<file path="config.mk">
export PLATFORM = sky130hd
export DESIGN_NAME = hilo_unit_ctrl
export DESIGN_NICKNAME = d
export VERILOG_FILES = /design/src/rtl/hilo_unit_ctrl_pkg.sv /design/src/rtl/hilo_unit_ctrl.sv
export SDC_FILE = /design/constraint.sdc
export NUM_CORES = 1
export LEC_CHECK = 0
export ABC_AREA = 0
export CORE_MARGIN = 2
export CORE_UTILIZATION = 41
export DETAILED_ROUTE_END_ITERATION = 8
export GPL_ROUTABILITY_DRIVEN = 0
export GPL_TIMING_DRIVEN = 0
export PLACE_DENSITY = 0.86
export SYNTH_ARGS = -nofsm -noshare
export SYNTH_HDL_FRONTEND = slang
export SYNTH_SLANG_ARGS = --single-unit
</file>
<file path="constraint.sdc">
create_clock -name clk -period 2.3 [get_ports clk]
set_input_delay 0.69 -clock clk [delete_from_list [all_inputs] [get_ports clk]]
set_output_delay 0.69 -clock clk [all_outputs]
set_load 0.05 [all_outputs]
</file>
<file path="src/rtl/hilo_unit_ctrl_pkg.sv">
// Shared encodings for the HI/LO sequencing controller: operation codes,
// controller states and default timing limits.
package hilo_unit_ctrl_pkg;

   typedef enum logic [1:0] {
      OP_MULT = 2'b00,
      OP_DIV  = 2'b01,
      OP_MTHI = 2'b10,
      OP_MTLO = 2'b11
   } op_code_t;

   typedef enum logic [2:0] {
      IDLE     = 3'd0,
      ARM      = 3'd1,
      RUN      = 3'd2,
      DONE     = 3'd3,
      ERR_ZERO = 3'd4,
      ERR_TO   = 3'd5
   } state_t;

   localparam int TIMEOUT_DEFAULT = 64;
   localparam int CW_DEFAULT      = 7;

endpackage

</file>
<file path="src/rtl/hilo_unit_ctrl.sv">
// Sequences one MULT/DIV/MTHI/MTLO at a time, arms and watches the shared
// multiplier/divisor and owns the architectural HI/LO registers.
module hilo_unit_ctrl
   import hilo_unit_ctrl_pkg::*;
#(
   parameter int TIMEOUT = TIMEOUT_DEFAULT,
   parameter int CW      = CW_DEFAULT
) (
   input  logic        clk,
   input  logic        reset,
   input  logic        op_valid,
   input  logic [1:0]  op_code,
   input  logic [31:0] op_a,
   input  logic [31:0] op_b,
   output logic        op_ready,
   output logic        done,
   output logic        div_zero_exc,
   output logic        timeout_err,
   output logic [31:0] hi,
   output logic [31:0] lo,
   output logic        div_ctrl,
   output logic        div_rst,
   output logic [31:0] div_dividendo,
   output logic [31:0] div_divisor,
   input  logic        div_out,
   input  logic        div_zero,
   input  logic [31:0] div_hi,
   input  logic [31:0] div_lo,
   output logic        mult_ctrl,
   output logic        mult_rst,
   input  logic        mult_out,
   input  logic [31:0] mult_hi,
   input  logic [31:0] mult_lo
);

   state_t          r_state;
   state_t          w_state_next;
   op_code_t        r_op;
   op_code_t        w_op_next;
   logic [31:0]     r_hi, w_hi_next;
   logic [31:0]     r_lo, w_lo_next;
   logic [31:0]     r_opa, w_opa_next;
   logic [31:0]     r_opb, w_opb_next;
   logic [CW-1:0]   r_cnt, w_cnt_next;
   logic            r_op_ready;
   logic            r_done;
   logic            r_div_zero_exc;
   logic            r_timeout_err;
   logic            r_div_ctrl;
   logic            r_div_rst;
   logic            r_mult_ctrl;
   logic            r_mult_rst;
   logic            w_is_div;
   logic            w_unit_done;

   assign w_is_div    = (r_op == OP_DIV);
   assign w_unit_done = w_is_div ? div_out : mult_out;

   always_comb begin
      w_state_next = r_state;
      w_op_next    = r_op;
      w_hi_next    = r_hi;
      w_lo_next    = r_lo;
      w_opa_next   = r_opa;
      w_opb_next   = r_opb;
      w_cnt_next   = r_cnt;
      case (r_state)
         IDLE: begin
            if (op_valid && r_op_ready) begin
               if (op_code == OP_MTHI) begin
                  w_hi_next    = op_a;
                  w_state_next = DONE;
               end else if (op_code == OP_MTLO) begin
                  w_lo_next    = op_a;
                  w_state_next = DONE;
               end else begin
                  w_op_next    = op_code_t'(op_code);
                  w_opa_next   = op_a;
                  w_opb_next   = op_b;
                  w_state_next = ARM;
               end
            end
         end
         ARM: begin
            w_cnt_next   = '0;
            w_state_next = RUN;
         end
         RUN: begin
            w_cnt_next = r_cnt + CW'(1);
            // Divide-by-zero outranks a result strobe; completion outranks timeout.
            if (w_is_div && div_zero) begin
               w_state_next = ERR_ZERO;
            end else if (w_unit_done) begin
               w_hi_next    = w_is_div ? div_hi : mult_hi;
               w_lo_next    = w_is_div ? div_lo : mult_lo;
               w_state_next = DONE;
            end else if (r_cnt == CW'(TIMEOUT - 1)) begin
               w_state_next = ERR_TO;
            end
         end
         DONE, ERR_ZERO, ERR_TO: begin
            w_state_next = IDLE;
         end
         default: begin
            w_state_next = IDLE;
         end
      endcase
   end

   // Output flags are registered from the next state so they line up with it.
   always_ff @(posedge clk or negedge reset) begin
      if (!reset) begin
         r_state        <= IDLE;
         r_op           <= OP_MULT;
         r_hi           <= '0;
         r_lo           <= '0;
         r_opa          <= '0;
         r_opb          <= '0;
         r_cnt          <= '0;
         r_op_ready     <= 1'b1;
         r_done         <= 1'b0;
         r_div_zero_exc <= 1'b0;
         r_timeout_err  <= 1'b0;
         r_div_ctrl     <= 1'b0;
         r_div_rst      <= 1'b0;
         r_mult_ctrl    <= 1'b0;
         r_mult_rst     <= 1'b0;
      end else begin
         r_state        <= w_state_next;
         r_op           <= w_op_next;
         r_hi           <= w_hi_next;
         r_lo           <= w_lo_next;
         r_opa          <= w_opa_next;
         r_opb          <= w_opb_next;
         r_cnt          <= w_cnt_next;
         r_op_ready     <= (w_state_next == IDLE);
         r_done         <= (w_state_next == DONE);
         r_div_zero_exc <= (w_state_next == ERR_ZERO);
         r_timeout_err  <= (w_state_next == ERR_TO);
         r_div_rst      <= (w_state_next == ARM) && (w_op_next == OP_DIV);
         r_mult_rst     <= (w_state_next == ARM) && (w_op_next == OP_MULT);
         r_div_ctrl     <= (w_state_next == RUN) && (w_op_next == OP_DIV);
         r_mult_ctrl    <= (w_state_next == RUN) && (w_op_next == OP_MULT);
      end
   end

   assign op_ready      = r_op_ready;
   assign done          = r_done;
   assign div_zero_exc  = r_div_zero_exc;
   assign timeout_err   = r_timeout_err;
   assign hi            = r_hi;
   assign lo            = r_lo;
   assign div_ctrl      = r_div_ctrl;
   assign div_rst       = r_div_rst;
   assign div_dividendo = r_opa;
   assign div_divisor   = r_opb;
   assign mult_ctrl     = r_mult_ctrl;
   assign mult_rst      = r_mult_rst;

endmodule

</file>
==> implementation parameters <==
Parameter                              Value

Status
  Run status ... finished clean

Detailed routing
  First-iteration detailed-routing DRC count ... 578
  Average routed wire per standard cell ... 22.2 um
  Number of vias in the routed layout ... 7329
  Antenna Nets Post-Route ... 0
  Total wirelength of the detailed-routed design ... 27.8 mm
  Mean number of vias per cell ... 5.86
  Iteration count of the initial detailed-routing pass ... 5
  Final routed DRC violation total ... 0

Layout
  # diodes ... 0
  Area used by multi-input combinational logic ... 3080 um2
  Net count reported at finish ... 1218
  Non-filler instance count after layout ... 1250
  Number of inserted filler cells in the final layout ... 1267
  Area of all sequential standard cells ... 3700 um2
  Fraction of final layout cells with drive strength greater than 1 ... 14.1%
  Area growth from synthesis to layout ... 63.0%

Synthesis
  Number of instances in the synthesized netlist ... 655
  Share of Yosys cell area claimed by the top area cell type ... 52.2%
  FF+latch count, synth ... 148
  Library cell occupying the most area in the post-synthesis netlist ... dfrtp_1
  Number of unique standard cell types used by synthesis ... 46
  Post-Synthesis Net Count ... 856
  Post-synthesis sequential area ratio ... 52.5%
  Post-synth EDFFs ... 0
  Post-synthesis async set-or-reset flop share ... 100%
  Most used DFF post-synth ... dfrtp_1
  Syn. warnings ... 0
  Dominant cells by area after synthesis ... dfrtp_1, a32o_1, mux2_2
  Combined area of all synthesized cells ... 7050 um2
  Avg Cell Area, Syn ... 10.8 um2

Die
  Vertical die dimension ... 135 um
  FP Rows ... 47
  Number of top-level pins ... 336
  Initial core utilization ... 42.2%
  Die area ... 18300 um2
  Core region area ... 16700 um2
  Width of the chip ... 135 um

Timing
  Count of final max-slew check failures ... 0
  Post-route clock period utilization ... 99.6%
  Worst-case hold slack ... 0.277 ns
  Worst setup margin ... 0.0102 ns
  Final setup fails ... 0
  Tightest slew margin relative to the limit ... 50.5%
  Number of hold violations in the final report ... 0
  Least-Margin Pin Slew ... 0.742 ns
  Final worst clock skew ... 0.00768 ns
  Final worst path period need ... 2.29 ns
  Max frequency ... 0.437 GHz

Power and ir drop
  Combinational share of power ... 60.3%
  Peak supply drop ... 0.000961 V
  Clock network power share ... 15.9%
  Power density of the placed cells ... 1630 nW/um2
  Leak Pwr ... 5.48 nW
  Sw Pwr ... 9.36 mW
  Switching part of the total power ... 50.1%
  Internal portion of total power ... 9.32 mW
  Register share of total power ... 23.8%

Global route
  Global-route usage over all layers ... 29.8%
  Via count of the first global-routing pass ... 7518
  Wire length of the first global-routing pass ... 41.3 mm
  Maximum number of pins on one net before global-route repair ... 77
  Number of antenna violations at the first check in global routing ... 0
  Remaining global-route overflow ... 0

CTS
  Number of levels in the clock H-tree ... 4
  TritonCTS Buffers ... 17
  Number of sinks driven by the clock tree ... 148
  Clock transition at the registers of the reported paths ... 0.06 ns
  Number of buffers on the longest clock path ... 2
  Hold buffer count at CTS ... 0
  Clock tree from TritonCTS ... yes
  CTS root buffer ... clkbuf_16
  Clock insertion delay at the later pin of the skew report ... 0.43 ns

Worst setup path
  Arrival time reported for the critical path endpoint ... 2.60 ns
  Worst setup slack for register-to-register paths ... 0.01 ns
  Highest net fanout along the worst path ... 10
  Endpoint of the worst-slack reg-to-reg timing path ... lo[19]$_DFFE_PN0P_
  Critical path class ... reg2reg
  Endpoint class of the critical path ... flop
  Element type at the critical path start ... flop
  Worst r2r src ... r_state[0]$_DFF_PN0_
  Data required time at the worst endpoint ... 2.61 ns
  Length in cells of the worst reg-to-reg path ... 7

Run
  Max_cap viols ... 0

Placement
  Sum of net half-perimeters after detailed placement ... 20.2 mm
  Place WS ... -0.527 ns
  I/O Buffers ... 335
  Dpl cells ... 1211

Hold path
  Class of the tightest hold or removal check ... in2async
-- stage by stage --
stage                     cell area, um2  TNS, ns  total power [mW]  utilization, %
after floorplan                     7050        0              11.8               -
after global placement             10700  -880.78              15.8            63.9
after detailed placement           10700   -50.83              16.0            64.1
after CTS                          11300        0              18.7            67.8
after global routing               11500  -0.0142              19.4            68.8
final                              11500        0              18.7            68.8
-- layer usage --
metal | part of all wire, % | vias up | routed length, um | global-route usage, %
li1 | - | 3187 | - | -
met1 | 38 | 3633 | 10600 | 36.3
met2 | 50 | 435 | 13800 | 49.8
met3 | 8.7 | 74 | 2430 | 7.74
met4 | 3.5 | 0 | 966 | 13.3
met5 | 0 | - | 0 | 0
-- kinds of logic after synthesis --
logic type / after synthesis / share of synthesized area [%]
compound gates: 163 / 19.9
fa+ha+maj: 1 / 0.177
buf+inv: 66 / 4.13
flops: 148 / 52.5
mux: 66 / 10.5
simple gates: 211 / 12.7
-- worst max-delay path by stage --
stage | from | end | depth (start not counted)
finish | r_state[0]$_DFF_PN0_ | lo[19]$_DFFE_PN0P_ | 7
global route | div_dividendo[17]$_DFFE_PN0P_ | div_dividendo[17] | 1
CTS | hi[0]$_DFFE_PN0P_ | hi[0] | 1
detailed placement | op_valid | div_dividendo[30]$_DFFE_PN0P_ | 6
global placement | reset | div_divisor[14]$_DFFE_PN0P_ | 1
floorplan | r_state[0]$_DFF_PN0_ | div_dividendo[24]$_DFFE_PN0P_ | 6
-- cells in the final DEF (no fill, tap or decap), types with 2 or more instances in the layout --
cell / n
nor2b_1: 2
clkbuf_1: 20
o21ai_0: 13
clkinv_4: 3
clkbuf_2: 10
clkbuf_16: 17
bufinv_16: 4
a311oi_1: 64
nand2_1: 142
buf_4: 10
a31oi_1: 2
or2_2: 2
clkdlybuf4s50_1: 210
nor3_1: 5
dfrtp_1: 147
dlymetal6s2s_1: 61
o21ai_1: 2
clkinvlp_4: 3
clkinv_2: 3
nand2b_1: 2
a32o_1: 64
a21oi_1: 11
nand3_1: 4
a21o_1: 2
mux2_2: 51
inv_1: 2
or3_1: 2
nor2_1: 37
dlygate4sd2_1: 63
buf_2: 30
mux2_1: 14
and3_1: 2
-- layout make-up --
class / instances / area share [%]
clock buffers: 19 / 3.77
inverters: 4 / 0.131
plain buffers: 61 / 2.49
well taps: 220 / 2.40
multi-input cells: 441 / 26.8
flip-flops and latches: 148 / 32.2
clock inverters: 13 / 1.60
repair buffers: 344 / 30.6
-- registers in the layout (all words and copies together) (netlist names), 2 cells and up --
signal and cells:
div_dividendo 32, div_divisor 32, hi 32, lo 32, r_cnt 7, r_state 3
r_op 2
-- power by group through the flow --
stage | Clock [mW] | Combinational [mW] | Sequential [mW]
3_3_place_gp | 0 | 11.4 | 4.44
6_report | 2.96 | 11.3 | 4.45
5_1_grt | 3.11 | 11.8 | 4.57
3_5_place_dp | 0 | 11.5 | 4.49
4_1_cts | 2.99 | 11.3 | 4.44
2_1_floorplan | 0 | 3.45 | 8.40
-- timing repair --
item                       CTS  global route
setup endpoints to repair  151           107
setup buffers                8             0
gates resized for setup     70            75
pin swaps                    2             0
-- critical path: stages (launching register included) --
cell and delay [ns]:
dfrtp_1 0.36, buf_2 0.19, nor3_1 0.41, nand3_2 0.23, or2_1 0.27, clkbuf_2 0.16, buf_2 0.25, a32o_1 0.30
-- Yosys cell counts, drive strengths merged, types with 2 or more instances --
cell type / number
o21ai: 16
buf: 34
a311oi: 64
nor2: 38
a21o: 2
a32o: 64
or2: 3
a21oi: 12
nor3b: 2
nor2b: 2
or3: 3
and3: 2
a31oi: 2
clkbuf: 28
dfrtp: 147
inv: 3
nand2b: 2
nand3: 5
nor3: 6
mux2: 65
nand2: 142
(Power assumes the default switching activity.)
